==> src/rtl/xgmii_rx_link_ctrl_32_if.sv <==
// xgmii_rx_link_ctrl_32_if: XGMII receive stream, enable request and link status bundle
interface xgmii_rx_link_ctrl_32_if #(
  parameter int DATA_WIDTH = 32,
  parameter int CTRL_WIDTH = DATA_WIDTH / 8
);
  logic [DATA_WIDTH-1:0] xgmii_rxd;
  logic [CTRL_WIDTH-1:0] xgmii_rxc;
  logic                  cfg_rx_enable_req;
  logic                  rx_enable;
  logic                  rx_in_frame;
  logic [1:0]            link_status;
  logic [1:0]            tx_fault_mode;
  logic                  fault_event;
  modport master (
    output xgmii_rxd, xgmii_rxc, cfg_rx_enable_req,
    input  rx_enable, rx_in_frame, link_status, tx_fault_mode, fault_event
  );
  modport slave (
    input  xgmii_rxd, xgmii_rxc, cfg_rx_enable_req,
    output rx_enable, rx_in_frame, link_status, tx_fault_mode, fault_event
  );
endinterface

==> src/rtl/xgmii_rx_link_ctrl_32.sv <==
// xgmii_rx_link_ctrl_32: link fault detection and frame-aligned receive enable gating
module xgmii_rx_link_ctrl_32 #(
  parameter int DATA_WIDTH   = 32,
  parameter int CTRL_WIDTH   = DATA_WIDTH / 8,
  parameter int FAULT_COUNT  = 4,
  parameter int FAULT_WINDOW = 128
) (
  input logic                     clk,
  input logic                     rst,
  xgmii_rx_link_ctrl_32_if.slave  bus
);
  localparam int SW = $clog2(FAULT_COUNT + 1);
  localparam int CW = $clog2(FAULT_WINDOW + 1);
  typedef enum logic [1:0] {INIT, COUNT, FAULT} state_t;
  state_t                state, state_n;
  logic [DATA_WIDTH-1:0] d0_rxd;
  logic [CTRL_WIDTH-1:0] d0_rxc;
  logic [1:0]            seq_type, seq_type_n, link_status, ls_n, tx_fault_mode, seq_t;
  logic [SW-1:0]         seq_cnt, seq_cnt_n, cnt_inc;
  logic [CW-1:0]         col_cnt, col_cnt_n;
  logic                  in_frame, rx_enable, rx_enable_n, fault_event;
  logic                  seq, start, same, expire, gate_open;
  assign seq_t     = d0_rxd[31:8] == 24'h010000 ? 2'b01 : d0_rxd[31:8] == 24'h020000 ? 2'b10 : 2'b00;
  assign seq       = d0_rxc == CTRL_WIDTH'(1) && d0_rxd[7:0] == 8'h9C && seq_t != 2'b00;
  assign start     = d0_rxc[0] && d0_rxd[7:0] == 8'hFB;
  assign same      = seq_t == seq_type;
  assign expire    = col_cnt == CW'(FAULT_WINDOW - 1);
  assign cnt_inc   = seq_cnt + SW'(1);
  assign gate_open = !in_frame && !start && link_status == 2'b00;
  // Fault sequence counting, window expiry and receive enable decision for the word in d0
  always_comb begin
    state_n    = state;
    seq_type_n = seq_type;
    seq_cnt_n  = seq_cnt;
    col_cnt_n  = col_cnt;
    ls_n       = link_status;
    if (seq && (state == INIT || !same)) begin
      seq_type_n = seq_t;
      seq_cnt_n  = SW'(1);
      col_cnt_n  = '0;
      state_n    = FAULT_COUNT == 1 ? FAULT : COUNT;
      ls_n       = FAULT_COUNT == 1 ? seq_t : link_status;
    end else if (seq) begin
      col_cnt_n = '0;
      if (state == COUNT) begin
        seq_cnt_n = cnt_inc;
        state_n   = cnt_inc == SW'(FAULT_COUNT) ? FAULT : COUNT;
        ls_n      = cnt_inc == SW'(FAULT_COUNT) ? seq_type : link_status;
      end
    end else if (state != INIT && expire) begin
      state_n   = INIT;
      seq_cnt_n = '0;
      col_cnt_n = '0;
      ls_n      = 2'b00;
    end else if (state != INIT) begin
      col_cnt_n = col_cnt + CW'(1);
    end
    rx_enable_n = ls_n != 2'b00 ? 1'b0 : gate_open ? bus.cfg_rx_enable_req : rx_enable;
  end
  // Input stage, fault state, frame tracking and registered outputs
  always_ff @(posedge clk) begin
    if (rst) begin
      d0_rxd        <= '0;
      d0_rxc        <= '0;
      state         <= INIT;
      seq_type      <= 2'b00;
      seq_cnt       <= '0;
      col_cnt       <= '0;
      link_status   <= 2'b00;
      fault_event   <= 1'b0;
      tx_fault_mode <= 2'b00;
      in_frame      <= 1'b0;
      rx_enable     <= 1'b0;
    end else begin
      d0_rxd        <= bus.xgmii_rxd;
      d0_rxc        <= bus.xgmii_rxc;
      state         <= state_n;
      seq_type      <= seq_type_n;
      seq_cnt       <= seq_cnt_n;
      col_cnt       <= col_cnt_n;
      link_status   <= ls_n;
      fault_event   <= ls_n != link_status;
      tx_fault_mode <= link_status == 2'b11 ? 2'b00 : link_status;
      in_frame      <= start ? 1'b1 : d0_rxc != '0 ? 1'b0 : in_frame;
      rx_enable     <= rx_enable_n;
    end
  end
  assign bus.rx_enable     = rx_enable;
  assign bus.rx_in_frame   = in_frame;
  assign bus.link_status   = link_status;
  assign bus.tx_fault_mode = tx_fault_mode;
  assign bus.fault_event   = fault_event;
endmodule

==> src/flat_wrapper.sv <==
// flat-port wrapper written by rule: the top's interface ports become plain ports
module xgmii_rx_link_ctrl_32_flat 
#(
  parameter int DATA_WIDTH   = 32,
  parameter int CTRL_WIDTH   = DATA_WIDTH / 8,
  parameter int FAULT_COUNT  = 4,
  parameter int FAULT_WINDOW = 128
)
  (clk, rst, bus_xgmii_rxd, bus_xgmii_rxc, bus_cfg_rx_enable_req, bus_rx_enable, bus_rx_in_frame, bus_link_status, bus_tx_fault_mode, bus_fault_event);
  xgmii_rx_link_ctrl_32_if #(.DATA_WIDTH(DATA_WIDTH), .CTRL_WIDTH(CTRL_WIDTH)) bus_i ();
  input logic clk;
  input logic rst;
  input wire logic [$bits(bus_i.xgmii_rxd)-1:0] bus_xgmii_rxd;
  input wire logic [$bits(bus_i.xgmii_rxc)-1:0] bus_xgmii_rxc;
  input wire logic [$bits(bus_i.cfg_rx_enable_req)-1:0] bus_cfg_rx_enable_req;
  output wire logic [$bits(bus_i.rx_enable)-1:0] bus_rx_enable;
  output wire logic [$bits(bus_i.rx_in_frame)-1:0] bus_rx_in_frame;
  output wire logic [$bits(bus_i.link_status)-1:0] bus_link_status;
  output wire logic [$bits(bus_i.tx_fault_mode)-1:0] bus_tx_fault_mode;
  output wire logic [$bits(bus_i.fault_event)-1:0] bus_fault_event;
  assign bus_i.xgmii_rxd = bus_xgmii_rxd;
  assign bus_i.xgmii_rxc = bus_xgmii_rxc;
  assign bus_i.cfg_rx_enable_req = bus_cfg_rx_enable_req;
  assign bus_rx_enable = bus_i.rx_enable;
  assign bus_rx_in_frame = bus_i.rx_in_frame;
  assign bus_link_status = bus_i.link_status;
  assign bus_tx_fault_mode = bus_i.tx_fault_mode;
  assign bus_fault_event = bus_i.fault_event;
  xgmii_rx_link_ctrl_32 #(.DATA_WIDTH(DATA_WIDTH), .CTRL_WIDTH(CTRL_WIDTH), .FAULT_COUNT(FAULT_COUNT), .FAULT_WINDOW(FAULT_WINDOW)) u_core (.clk(clk), .rst(rst), .bus(bus_i));
endmodule
==> config.mk <==
export PLATFORM = sky130hd
export DESIGN_NAME = xgmii_rx_link_ctrl_32_flat
export DESIGN_NICKNAME = d
export VERILOG_FILES = /design/src/rtl/xgmii_rx_link_ctrl_32_if.sv /design/src/rtl/xgmii_rx_link_ctrl_32.sv /design/src/flat_wrapper.sv
export SDC_FILE = /design/constraint.sdc
export NUM_CORES = 1
export LEC_CHECK = 0
export CAP_MARGIN = 10
export CORE_MARGIN = 8
export CORE_UTILIZATION = 55
export CTS_CLUSTER_DIAMETER = 120
export DETAILED_ROUTE_END_ITERATION = 10
export GPL_ROUTABILITY_DRIVEN = 0
export PLACE_DENSITY = 0.9
export SLEW_MARGIN = 40
export SYNTH_ARGS = -nofsm -noshare
export SYNTH_HDL_FRONTEND = slang
export SYNTH_SLANG_ARGS = --single-unit
==> constraint.sdc <==
create_clock -name clk -period 4.9 [get_ports clk]
set_input_delay 0.735 -clock clk [delete_from_list [all_inputs] [get_ports clk]]
set_output_delay 0.735 -clock clk [all_outputs]
set_load 0.01 [all_outputs]
==> results.txt, run 1 <==
----------------------------------------------------
[Die]
  Starting density of the core ... 0.5566
  Core Box Area ... between 0.004 and 0.005 mm²
  Die H ... 81.69 µm
  Top-level port count ... 46
  Die Span X ... 81.69 µm
  Floorplan die area ... around 0.0067 mm²
  Cell row count ... 24

[Route]
  Residual DRC ... 0
  Post-detailed-route via-to-cell ratio ... roughly 5.3
  Initial detailed-routing violation count ... 85
  Antenna Nets Post-Route ... 0
  Total Wirelength ... around 4.5 mm
  Routed length per instance ... 13.47 µm
  First-pass DRT Iterations ... 4
  Via count ... around 1.8k

[Yosys]
  Dominant combinational cell family by area after synthesis ... simple AND/OR/NAND/NOR gates
  Synth warnings ... 0
  Dominant cell by count in the synthesized netlist ... sky130_fd_sc_hd__dfxtp_1
  Number of distinct standard cells referenced by the synthesized netlist ... 55
  Compound-cell area share of the yosys netlist ... 0.08856
  Synth Cell Area ... ~0.0024 mm²
  Number of enable flip-flop cells after synthesis ... 0
  Post-synth top flop ... sky130_fd_sc_hd__dfxtp_1
  Synthesized flop and latch total ... 58
  Area leader, netlist ... sky130_fd_sc_hd__dfxtp_1
  Top cells by area in the synthesized netlist ... sky130_fd_sc_hd__dfxtp_1, sky130_fd_sc_hd__nor2b_1, sky130_fd_sc_hd__nor4_4, sky130_fd_sc_hd__nor2_1, sky130_fd_sc_hd__xor2_1
  Cell types with the highest counts after synthesis ... sky130_fd_sc_hd__dfxtp_1, sky130_fd_sc_hd__nor2b_1, sky130_fd_sc_hd__nor2_1
  Average footprint of a synthesized cell ... around 11 µm²
  Synth async-reset ratio ... 0
  Cell count after synthesis ... roughly 230
  Post-synthesis sequential area ratio ... 0.4892
  Synthesized-area fraction occupied by adder cells ... 0.01581
  Simple-gate share of the synthesized area ... 0.3163
  Total nets after synthesis ... roughly 270
  Fraction of synthesized cell area in xor and xnor cells ... 0.04375
  Post-synthesis mux area share ... 0.02161
  Proportion of netlist area held by the largest area contributor ... 0.4892

[Timing]
  Worst Clk Skew ... 0.009873 ns
  Setup repair after global routing missed its margin ... false
  Number of pins exceeding their max-slew limit in the final report ... 0
  Ratio of final minimum period to clock period ... 0.4823
  Worst relative slew slack ... 0.4756
  Time the final worst path needs with I/O delays and setup ... approximately 2.4 ns
  Endpoints failing hold ... 0
  Sum of negative setup slack ... 0 ns
  Slew at the pin with the worst max-slew slack ... just under 0.8 ns
  Final-layout worst hold slack ... about 0.47 ns
  Max Clock Freq ... 423.1 MHz
  Setup Viol. Count Final ... 0

[Run]
  Total of max-cap violations ... 0

[Clocking]
  # hold bufs at CTS ... 0
  CTS Root Cell ... sky130_fd_sc_hd__clkbuf_8
  Sinks on Clock Net ... just under 60
  H-tree levels ... 3
  Reg clk slew, reported paths ... 0.07 ns
  Setup bufs post-CTS ... 0
  Insertion delay of the later-clocked pin in the worst-skew pair ... ~0.34 ns
  Largest buffer count on any clock path ... 2
  Number of buffers inserted during clock tree synthesis ... 9
  TritonCTS clock tree ... done
  Post-cts resize count ... 0

[Power]
  Worst-case vdd ir drop ... roughly 230 µV
  Final total power ... between 1 and 1.5 mW
  Pwr dens ... ~370 mW/mm²
  Leakage power ... approximately 1.2 nW

[Setup path]
  Register-to-register path setup slack ... approximately 2.5 ns
  Sort of element at the start of the critical path ... flop
  Crit path required time ... 5.14 ns
  Depth of the worst register-to-register path ... 5
  Crit-path max cell delay ... roughly 0.70 ns
  CP Class ... flop to flop
  Endpoint of the most critical register-to-register path ... u_core.seq_cnt[0]$_SDFFE_PP0P_
  CP cell instances ... nor3_1 > nand4_4 > nor4_4 > mux2_1 > a311oi_1
  Element type at the critical path end ... flop
  Startpoint of the worst-slack reg-to-reg timing path ... u_core.d0_rxc[1]$_SDFF_PP0_
  Max Fanout on Critical Path ... 15
  Arrival time of data at the critical path endpoint ... about 2.6 ns
  Cell at the slowest stage of the critical path ... sky130_fd_sc_hd__nor4_4

[Global routing]
  Antenna violations before repair ... 0
  Gr usage total ... 0.1450
  Vias in the first global route ... between 1.5k and 2k
  Overall overflow remaining after global route ... 0
  First-pass GRT wire length ... between 7 and 8 mm
  Largest net degree at the start of global routing ... ~50

[Cells and area]
  Layout area overhead ... 32.21%
  Multi-input gate area in the final layout ... between 0.001 and 0.0015 mm²
  Area occupied by registers ... 0.001161 mm²
  Nets ... between 300 and 400
  Number of filler instances in the final layout ... around 300
  Diode count ... 0
  Layout cells sized above 1 ... 0.1254

[Outcome]
  Outcome ... complete, no violations

[Worst hold path]
  Hold worst-path end ... u_core.col_cnt[1]$_SDFFE_PP0P_
  Hold wc startpoint ... u_core.col_cnt[1]$_SDFFE_PP0P_
  Hold path depth ... 2
  Hold/Removal Path Class ... flop to flop

[Placed design]
  Post-detailed-placement half-perimeter wirelength ... between 3 and 4 mm
  Count of input and output buffers ... 45

----------------------------------------------------
==> cell usage in the layout, fill, tap and decap left out, types with 2 or more instances in the layout <==
cell                              instances
sky130_fd_sc_hd__dfxtp_1                 58
sky130_fd_sc_hd__clkdlybuf4s50_1         45
sky130_fd_sc_hd__nor2b_1                 37
sky130_fd_sc_hd__nor2_1                  16
sky130_fd_sc_hd__clkbuf_8                12
sky130_fd_sc_hd__nand2_1                  8
sky130_fd_sc_hd__a21oi_1                  7
sky130_fd_sc_hd__xor2_1                   6
sky130_fd_sc_hd__nand3_1                  5
sky130_fd_sc_hd__nor4_4                   5
sky130_fd_sc_hd__mux2i_1                  4
sky130_fd_sc_hd__xnor2_1                  4
sky130_fd_sc_hd__or3_1                    4
sky130_fd_sc_hd__bufinv_16                4
sky130_fd_sc_hd__inv_1                    3
sky130_fd_sc_hd__nor3b_1                  3
sky130_fd_sc_hd__nor3_1                   3
sky130_fd_sc_hd__nand2b_1                 3
sky130_fd_sc_hd__nand3b_1                 3
sky130_fd_sc_hd__o21ai_1                  3
sky130_fd_sc_hd__o21ai_0                  3
sky130_fd_sc_hd__nor4_1                   3
sky130_fd_sc_hd__ha_1                     3
sky130_fd_sc_hd__nand4_4                  2
sky130_fd_sc_hd__nand4b_1                 2
sky130_fd_sc_hd__and2_1                   2
sky130_fd_sc_hd__o2111ai_1                2
sky130_fd_sc_hd__nand4bb_1                2
==> logic make-up after synthesis <==
group | count (synthesis)
AND/OR/NAND/NOR | 107
flip-flops | 58
AO/OA/AOI/OAI | 29
buffers and inverters | 12
XOR/XNOR | 11
multiplexers | 5
adder cells (fa/ha/maj) | 3
==> worst max path at each step <==
stage                                             from                              endpoint  slack, ns  cells past startpoint
after global routing       u_core.d0_rxc[1]$_SDFF_PP0_        u_core.seq_cnt[0]$_SDFFE_PP0P_       2.38                      5
final                      u_core.d0_rxc[1]$_SDFF_PP0_        u_core.seq_cnt[0]$_SDFFE_PP0P_       2.54                      5
after detailed placement                           rst  u_core.bus.link_status[0]$_SDFF_PP0_       2.45                      6
after floorplan           u_core.d0_rxd[13]$_SDFF_PP0_        u_core.seq_cnt[0]$_SDFFE_PP0P_       3.06                      5
after CTS                  u_core.d0_rxc[1]$_SDFF_PP0_        u_core.seq_cnt[0]$_SDFFE_PP0P_       2.50                      5
after global placement                             rst  u_core.bus.link_status[0]$_SDFF_PP0_       2.51                      6
==> metal layers <==
| layer | global-route usage | routed length (µm) | up-vias |
|---|---|---|---|
| li1 | - | - | 885 |
| met1 | 0.1627 | 1987 | 793 |
| met2 | 0.2291 | 2087 | 61 |
| met3 | 0.06127 | 276 | 13 |
| met4 | 0.07895 | 108 | 0 |
| met5 | 0 | 0 | - |
==> power breakdown <==
part	switching, mW	leakage, nW	internal [mW]	total (mW)
combinational	0.0216	0.557	0.0439	0.0656
clock	0.179	0.143	0.431	0.610
sequential	0.00973	0.477	0.488	0.498
==> registers in the layout (all words and copies together) (netlist names) <==
name and count:
u_core.d0_rxd 32, u_core.col_cnt 8, u_core.d0_rxc 4, u_core.seq_cnt 3, u_core.bus.link_status 2, u_core.bus.tx_fault_mode 2, u_core.seq_type 2, u_core.state 2
u_core.bus.fault_event 1, u_core.bus.rx_enable 1, u_core.bus.rx_in_frame 1
==> stage by stage <==
step | utilization | cells | instance area (µm²) | setup WS [ns]
2_1_floorplan | - | 225 | 2374 | 3.062
3_3_place_gp | 0.6690 | 315 | 2853 | 2.512
3_5_place_dp | 0.6690 | 315 | 2853 | 2.447
4_1_cts | 0.7359 | 331 | 3138 | 2.505
5_1_grt | 0.7359 | 331 | 3138 | 2.382
6_report | 0.7359 | 331 | 3138 | 2.537
==> worst max-delay path: cells and delay by family, from the launching register on <==
kind             cells  cell delay, ns
AND/OR/NAND/NOR      3            1.31
flip-flops           1            0.30
multiplexers         1            0.38
AO/OA/AOI/OAI        1            0.26
==> layout make-up <==
type	count	share of cell area
clock inverter	4	0.03828
tap	52	0.02073
multi-input combinational	155	0.3676
clock buffer	12	0.05263
timing repair buffer	46	0.1459
sequential	58	0.3700
inverter	4	0.004785
(Power assumes the default switching activity.)
==> run 2, diff against run 1 <==
Settings changed: CORE_UTILIZATION 55 to 46, PLACE_DENSITY 0.9 to 0.81.
Clock period 4.9 ns to 2.14 ns, I/O delays scaled along.
==> results.txt, run 2 (synthesis results as in run 1) <==
----------------------------------------------------
[Power]
  Leakage power ... 1.130 nW
  Pwr dens ... approximately 700 mW/mm²
  Worst-case vdd ir drop ... around 490 µV

[Clocking]
  # hold bufs at CTS ... 0
  CTS Root Cell ... sky130_fd_sc_hd__clkbuf_8
  Insertion delay of the later-clocked pin in the worst-skew pair ... around 0.34 ns
  Post-cts resize count ... 0
  Sinks on Clock Net ... a little under 60
  Largest buffer count on any clock path ... 2
  Setup bufs post-CTS ... 0
  Number of buffers inserted during clock tree synthesis ... 9
  H-tree levels ... 3
  Reg clk slew, reported paths ... roughly 0.06 ns
  TritonCTS clock tree ... done

[Route]
  Routed length per instance ... 13.64 µm
  Total Wirelength ... 4.773 mm
  Residual DRC ... 0
  Via count ... between 1.5k and 2k
  First-pass DRT Iterations ... 5
  Antenna Nets Post-Route ... 0
  Initial detailed-routing violation count ... between 100 and 150
  Post-detailed-route via-to-cell ratio ... between 4 and 5

[Global routing]
  First-pass GRT wire length ... just under 8 mm
  Largest net degree at the start of global routing ... 50
  Antenna violations before repair ... 0
  Gr usage total ... 0.1347
  Vias in the first global route ... 1703
  Overall overflow remaining after global route ... 0

[Cells and area]
  Number of flip-flops in the largest register ... 32
  Most common cell after layout, fill and taps aside ... sky130_fd_sc_hd__dfxtp_1
  Layout cells sized above 1 ... 0.1250
  Layout area overhead ... 29.20%
  Post-route cell area ... around 0.0031 mm²
  Regs by FF count ... u_core.d0_rxd (32), u_core.col_cnt (8), u_core.d0_rxc (4)
  Share of the core filled with cells ... 0.6082
  Nets ... 317
  Diode count ... 0
  Highest-count cells in the layout ignoring fill and taps ... sky130_fd_sc_hd__dfxtp_1, sky130_fd_sc_hd__clkdlybuf4s50_1, sky130_fd_sc_hd__nor2b_1
  Register bank with the most flops ... u_core.d0_rxd

[Die]
  Die Span X ... between 80 and 90 µm
  Die H ... just under 90 µm
  Starting density of the core ... 0.4707
  Top-level port count ... 46
  Core Box Area ... slightly above 0.005 mm²
  Cell row count ... 26
  Floorplan die area ... around 0.0077 mm²

[Timing]
  Endpoints failing hold ... 0
  Time the final worst path needs with I/O delays and setup ... slightly below 2 ns
  Number of pins exceeding their max-slew limit in the final report ... 0
  Worst relative slew slack ... 0.6854
  Setup repair after global routing missed its margin ... false
  Max Clock Freq ... roughly 520 MHz
  Ratio of final minimum period to clock period ... 0.9053
  Slew at the pin with the worst max-slew slack ... 0.4675 ns
  Worst Clk Skew ... roughly 0.0054 ns
  Sum of negative setup slack ... 0 ns
  Final-layout worst hold slack ... around 0.48 ns
  Setup Viol. Count Final ... 0

[Run]
  Total of max-cap violations ... 0

[Setup path]
  CP Class ... flop to flop
  Max Fanout on Critical Path ... 5
  Sort of element at the start of the critical path ... flop
  Depth of the worst register-to-register path ... 5
  Element type at the critical path end ... flop
  Crit path required time ... 2.37 ns
  Arrival time of data at the critical path endpoint ... roughly 2.2 ns

[Placed design]
  Post-detailed-placement half-perimeter wirelength ... approximately 3.5 mm
  Count of input and output buffers ... 45
  Instance area after placement ... around 0.0029 mm²

[Worst hold path]
  Hold/Removal Path Class ... flop to flop
  Hold path depth ... 2

[Outcome]
  Outcome ... complete, no violations

----------------------------------------------------
==> run 2: cell count changes in the layout (fill, tap and decap cells not counted) <==
| cell | delta |
|---|---|
| sky130_fd_sc_hd__buf_12 | +1 |
| sky130_fd_sc_hd__bufinv_16 | -4 |
| sky130_fd_sc_hd__clkbuf_1 | +1 |
| sky130_fd_sc_hd__clkbuf_8 | -2 |
| sky130_fd_sc_hd__clkinv_2 | +3 |
| sky130_fd_sc_hd__clkinvlp_4 | +2 |
==> run 2: worst paths after layout <==
path | start | end | slack (ns)
max | u_core.d0_rxd[2]$_SDFF_PP0_ | u_core.bus.rx_enable$_SDFFE_PP0P_ | 0.20
min reg2reg | u_core.col_cnt[1]$_SDFFE_PP0P_ | u_core.col_cnt[1]$_SDFFE_PP0P_ | 0.48
max reg2reg | u_core.d0_rxd[2]$_SDFF_PP0_ | u_core.bus.rx_enable$_SDFFE_PP0P_ | 0.20
min | u_core.col_cnt[1]$_SDFFE_PP0P_ | u_core.col_cnt[1]$_SDFFE_PP0P_ | 0.48
==> run 2: metrics by stage <==
stage,cells,setup WS (ns),power (mW)
2_1_floorplan,225,0.3015,1.234
3_3_place_gp,334,0.2788,1.316
3_5_place_dp,334,0.2240,1.321
4_1_cts,350,0.1891,2.177
5_1_grt,350,0.01758,2.239
6_report,350,0.2026,2.154
==> run 2: critical path: stages, from the launching register on <==
cell	delay, ns
sky130_fd_sc_hd__dfxtp_1	0.33
sky130_fd_sc_hd__nor3b_1	0.36
sky130_fd_sc_hd__nand4_4	0.21
sky130_fd_sc_hd__nor4_2	0.48
sky130_fd_sc_hd__o21ba_2	0.25
sky130_fd_sc_hd__o211a_1	0.20
==> run 2: power breakdown <==
part / switching [mW] / internal [mW]
Clock: 0.414 / 0.444
Sequential: 0.0233 / 1.12
Combinational: 0.0514 / 0.103
==> run 2: area by class of cell <==
cell class | count | area, µm²
clock inverter | 5 | 30.03
clock buffer | 11 | 141.4
multi-input combinational | 155 | 1154
timing repair buffer | 47 | 478.0
sequential | 58 | 1161
inverter | 4 | 15.01
tap | 70 | 87.58
fill | 442 | 1976
==> run 2: metal layers <==
| metal | vias to the layer above | track usage | part of all wire |
|---|---|---|---|
| met3 | 9 | 0.07129 | 0.068 |
| li1 | 888 | - | - |
| met4 | 0 | 0.06094 | 0.019 |
| met1 | 780 | 0.1414 | 0.43 |
| met2 | 46 | 0.2182 | 0.48 |
| met5 | - | 0 | 0 |
